`config.mk`:
```
export PLATFORM = sky130hd
export DESIGN_NAME = inst_fetch_unit
export DESIGN_NICKNAME = d
export VERILOG_FILES = /design/src/rtl/if_pkg.sv /design/src/rtl/if_skid_fifo.sv /design/src/rtl/inst_fetch_unit.sv
export SDC_FILE = /design/constraint.sdc
export NUM_CORES = 1
export LEC_CHECK = 0
export BUFFER_PORTS_ARGS = -buffer_cell sky130_fd_sc_hd__buf_2
export CORE_ASPECT_RATIO = 1.75
export CORE_MARGIN = 8
export CORE_UTILIZATION = 50
export CTS_CLUSTER_DIAMETER = 60
export DETAILED_ROUTE_END_ITERATION = 16
export GPL_TIMING_DRIVEN = 0
export HOLD_SLACK_MARGIN = 0.12
export PLACE_DENSITY = 0.76
export RECOVER_POWER = 50
export SYNTH_ARGS = -nofsm -noshare
export SYNTH_HDL_FRONTEND = slang
export SYNTH_SLANG_ARGS = --single-unit
```
`constraint.sdc`:
```
create_clock -name clk -period 5.9 [get_ports clk]
set_input_delay 1.18 -clock clk [delete_from_list [all_inputs] [get_ports clk]]
set_output_delay 1.18 -clock clk [all_outputs]
set_load 0.02 [all_outputs]
```
`src/rtl/if_pkg.sv`:
```
// Shared types and sizes for the instruction fetch stage.
package if_pkg;

    localparam int IMEM_AW   = 10;
    localparam int BUF_DEPTH = 2;

    typedef enum logic {
        S_IDLE,
        S_RUN
    } state_t;

    typedef struct packed {
        logic [31:0] pc;
        logic [31:0] instr;
    } fetch_entry_t;

endpackage

```
`src/rtl/if_skid_fifo.sv`:
```
// Two-entry fetch buffer between the instruction memory and decode; flush empties it in one cycle.
module if_skid_fifo
    import if_pkg::*;
(
    input  logic         clk,
    input  logic         reset,
    input  logic         flush,
    input  logic         push,
    input  fetch_entry_t push_data,
    input  logic         pop,
    output fetch_entry_t head,
    output logic [1:0]   occ
);

    fetch_entry_t entries [BUF_DEPTH];
    logic         rd_ptr;
    logic         wr_ptr;
    logic [1:0]   count;

    always_ff @(posedge clk or negedge reset) begin
        if (!reset) begin
            rd_ptr <= 1'b0;
            wr_ptr <= 1'b0;
            count  <= 2'd0;
        end else if (flush) begin
            rd_ptr <= 1'b0;
            wr_ptr <= 1'b0;
            count  <= 2'd0;
        end else begin
            if (push) wr_ptr <= ~wr_ptr;
            if (pop)  rd_ptr <= ~rd_ptr;
            case ({push, pop})
                2'b10:   count <= count + 2'd1;
                2'b01:   count <= count - 2'd1;
                default: count <= count;
            endcase
        end
    end

    // Payload storage needs no reset; the top masks the head whenever the buffer is empty.
    always_ff @(posedge clk) begin
        if (push && !flush) entries[wr_ptr] <= push_data;
    end

    assign head = entries[rd_ptr];
    assign occ  = count;

endmodule

```
`src/rtl/inst_fetch_unit.sv`:
```
// Fetch stage: owns the PC, issues word reads, buffers returned instructions for decode.
// Optional performance counters are built when IF_PERF_CNT_EN is defined.
module inst_fetch_unit
    import if_pkg::*;
#(
    parameter logic [31:0] RESET_PC = 32'h0000_0000
) (
    input  logic               clk,
    input  logic               reset,
    input  logic               fetch_en,
    input  logic               redirect_valid,
    input  logic [31:0]        redirect_pc,
    output logic [IMEM_AW-1:0] imem_addr,
    input  logic [31:0]        imem_dout,
    output logic               if_valid,
    input  logic               if_ready,
    output logic [31:0]        if_instr,
    output logic [31:0]        if_pc,
    output logic               misalign_err
`ifdef IF_PERF_CNT_EN
    ,
    output logic [31:0]        perf_fetched,
    output logic [31:0]        perf_stall
`endif
);

    state_t       state;
    state_t       state_next;
    logic [31:0]  pc;
    logic [31:0]  inflight_pc;
    logic         inflight;
    logic         issue;
    logic         pop;
    logic         push;
    logic [1:0]   occ;
    logic [2:0]   demand;
    logic [2:0]   limit;
    fetch_entry_t head;
    fetch_entry_t capture;

    always_ff @(posedge clk or negedge reset) begin
        if (!reset) state <= S_IDLE;
        else        state <= state_next;
    end

    // Issuing on the entry cycle as well keeps first-valid latency at two cycles.
    always_comb begin
        state_next = state;
        issue      = 1'b0;
        demand     = {1'b0, occ} + {2'b00, inflight};
        limit      = 3'(BUF_DEPTH) + {2'b00, pop};
        case (state)
            S_IDLE:  if (fetch_en)  state_next = S_RUN;
            S_RUN:   if (!fetch_en) state_next = S_IDLE;
            default: state_next = S_IDLE;
        endcase
        if (state_next == S_RUN && !redirect_valid && demand < limit) issue = 1'b1;
    end

    // A redirect wins over issue so the old-PC read is never started in the pulse cycle.
    always_ff @(posedge clk or negedge reset) begin
        if (!reset) begin
            pc           <= RESET_PC;
            inflight     <= 1'b0;
            inflight_pc  <= 32'd0;
            misalign_err <= 1'b0;
        end else begin
            inflight <= issue;
            if (issue) inflight_pc <= pc;
            if (redirect_valid) begin
                pc <= {redirect_pc[31:2], 2'b00};
                if (redirect_pc[1:0] != 2'b00) misalign_err <= 1'b1;
            end else if (issue) begin
                pc <= pc + 32'd4;
            end
        end
    end

    assign imem_addr     = pc[IMEM_AW+1:2];
    assign pop           = if_valid & if_ready;
    assign push          = inflight & ~redirect_valid;
    assign capture.pc    = inflight_pc;
    assign capture.instr = imem_dout;

    if_skid_fifo u_buf (
        .clk       (clk),
        .reset     (reset),
        .flush     (redirect_valid),
        .push      (push),
        .push_data (capture),
        .pop       (pop),
        .head      (head),
        .occ       (occ)
    );

    assign if_valid = (occ != 2'd0);
    assign if_instr = if_valid ? head.instr : 32'd0;
    assign if_pc    = if_valid ? head.pc    : 32'd0;

`ifdef IF_PERF_CNT_EN
    always_ff @(posedge clk or negedge reset) begin
        if (!reset) begin
            perf_fetched <= 32'd0;
            perf_stall   <= 32'd0;
        end else begin
            if (pop)                  perf_fetched <= perf_fetched + 32'd1;
            if (if_valid && !if_ready) perf_stall  <= perf_stall + 32'd1;
        end
    end
`endif

endmodule

```
==> results.toml <==
[min_path]
min_path_cells = 0
hp-class = "flip-flop to flip-flop"

[logic_synthesis]
synth_edf_count = 124
ys_warn_count = 0
synthCells = 578
synth.most_common_cell = "edfxtp_1"
synthSimpleGateAreaFrac_pct = 11.15
synth_xor_area_share_pct = 2.755
synth_top_area_share_pct = 46.85
synth_compound_area_share_pct = 2.912
synthAdderAreaFrac_pct = 0.4723
async_reset_ff_share_pct = 34.74
synth_top_flop_cell = "edfxtp_1"
synth_area_per_cell_um2 = 13.75
yosysSeqAreaShare_pct = 67.63
synth_top_family_by_area = "multiplexers"
synth_area_mm2 = 0.007948
synth-seq-cells = 190
yosys.area.top_type = "edfxtp_1"
synth_common_cells = "edfxtp_1, nor2_1, dfrtp_1"
synthTopCellsByArea = "edfxtp_1, dfrtp_1, mux2i_1"
yosys-mux-area-fraction_pct = 12.33
synth.distinct_cells = 42

[placement]
port_buffers = 141
placed_area_mm2 = 0.008982
dpl.hpwl_mm = 12.20
gp_congestion = 0.8655

[floorplanning]
die_h_um = 182.8
die_x_um = 111.3
row_count = 61
start_util_pct = 50.55
dieArea_mm2 = 0.02034
ios = 145
fp.coreArea_mm2 = 0.01572

[grt]
grt_pass1_wl_mm = 27.03
grt_antenna_before_repair = 0
grt_util_all_layers_pct = 16.74
grt_pass1_vias = 5300
grt_overflow = 0
grt_max_degree = 67

[timing]
slew_headroom_pct = -132.3
setup_violations = 0
min_period_ns = 3.895
fmax_mhz = 256.7
whs_ns = 0.4715
worstMarginPinSlew_ns = 3.484
slew_viol_final = 80
timing.final.hold_violations = 0
fin_tns_setup_ns = 0
skew_ns = 0.01059
min_period_over_period_pct = 66.02
grt_setup_unrepaired = "false"

[run]
maxCapViolCount = 2

[critical_path]
crit_fanout = 66
cp_cell_sequence = "clkbuf_1"
crit_path_end_kind = "asynchronous set/reset pin"
worstSetupStartpointType = "input pin"
crit_slowest_cell = "clkbuf_1"
crit_type = "input pin to asynchronous set/reset pin"
critPathRequiredTime_ns = 5.64
max_stage_delay_ns = 2.41
path_delay_family = "buffers and inverters"
reg2reg_slack_ns = 2.83
path_depth = 1
cp.arrival_ns = 3.64
rr_worst_depth = 3
crit_buf_inv = 1

[run_status]
failed_checks = "max-capacitance violations, max-slew violations"
status = "finished with violations"

[layout]
syn2layout_area_growth_pct = 19.91
design_area_mm2 = 0.009530
drive_above_1_share_pct = 26.49
num_antenna_cells = 0
nNetsFinal = 814

[drt]
via_per_inst = 5.410
wl_per_cell_um = 17.85
drcViolationCount = 0
drtIter0Drc = 267
vias = 5107
postRouteAntennaNets = 0
drtPass1Iterations = 5
routed_wirelength_mm = 16.85

[clock_network]
cts_root_buf = "clkbuf_16"
insertion_delay_ns = 0.43
post-cts-setup-buffers = 0
tritoncts = "done"
cts_max_level = 4
cts_num_sinks = 190
clk_pin_slew_ns = 0.07
post_cts_resize_count = 0
clk_path_buf_depth = 2
cts-hold-fix-buffers = 0
cts_made_buffers = 17

[power]
power.total_w = 0.003055
p_leak_nw = 3.649
powerDensity_mw_per_mm2 = 320.6
ir_drop_mv = 0.1790
==> power by group <==
group,internal [W],switching (W),total [W],leakage [nW]
sequential,0.00153,0.0000718,0.00160,1.92
clock,0.000641,0.000514,0.00115,0.296
combinational,0.000130,0.000168,0.000298,1.43
==> worst paths after layout <==
path                                            startpoint                             end
worst max register to register          inflight$_DFF_PN0_  u_buf.entries[0][39]$_DFFE_PP_
max in group clk                            redirect_valid  u_buf.entries[0][39]$_DFFE_PP_
worst min register to register  inflight_pc[5]$_DFFE_PN0P_  u_buf.entries[0][37]$_DFFE_PP_
worst max-delay path                                 reset     inflight_pc[28]$_DFFE_PN0P_
min in group asynchronous                            reset     inflight_pc[13]$_DFFE_PN0P_
worst min-delay path            inflight_pc[5]$_DFFE_PN0P_  u_buf.entries[0][37]$_DFFE_PP_
==> layer usage <==
layer	share of wire, %	global-route usage [%]
met4	2.9	8.150
met3	4.4	3.664
met1	38	17.83
met5	0	0
met2	55	30.47
==> registers in the layout, summed over array words and instances, names as in the netlist <==
register       flops
misalign_err       1
inflight_pc       30
u_buf.wr_ptr       1
u_buf.rd_ptr       1
u_buf.occ          2
pc                30
inflight           1
u_buf.entries    124
==> cells by family (layout without fill, tap and decap cells) <==
family	Yosys count	count (layout)
compound gates	42	42
xor+xnor	25	25
mux	94	94
simple gates	181	181
other cells	1	2
buf+inv	42	218
fa+ha+maj	3	3
flops	190	190
==> stage by stage <==
stage | util, % | setup WS, ns | instances
floorplan | - | 1.399 | 579
global placement | 56.60 | 0.01731 | 909
detailed placement | 57.13 | 2.596 | 912
CTS | 60.94 | 2.141 | 944
global route | 60.62 | 1.250 | 944
finish | 60.62 | 2.005 | 944
==> final cells by class <==
class	count	area [µm²]
Tap cell	189	236.5
Fill cell	1269	6192
Sequential cell	190	5375
Timing Repair Buffer	144	744.5
Buffer	40	206.4
Multi-Input combinational cell	347	2361
Inverter	2	7.507
Clock buffer	17	425.4
Clock inverter	15	173.9
==> placed cells by master (no fill, tap or decap), types with 4 or more instances in the layout <==
cell       synthesis  routed
or3_1              5       5
inv_6              0       4
inv_8              0       4
mux2i_1           63      63
buf_2              3     118
xnor2_1           18      18
clkbuf_4           0       5
nor3_1             7       7
clkbuf_16          0      17
nand4_1            7       7
dfrtp_1           66      66
and4_1             5       5
nand2_1           34      34
buf_1              6       6
buf_4             12       7
or4_1              4       4
o21ai_0           28      29
a31oi_1            6       6
nor2_1            75      75
nor4_1            10      10
and3_1             5       4
nand3_1           11      12
xor2_1             7       7
clkbuf_1          17      43
edfxtp_1         124     124
mux2_2            31      31
Power figures use the tool's default switching activity.
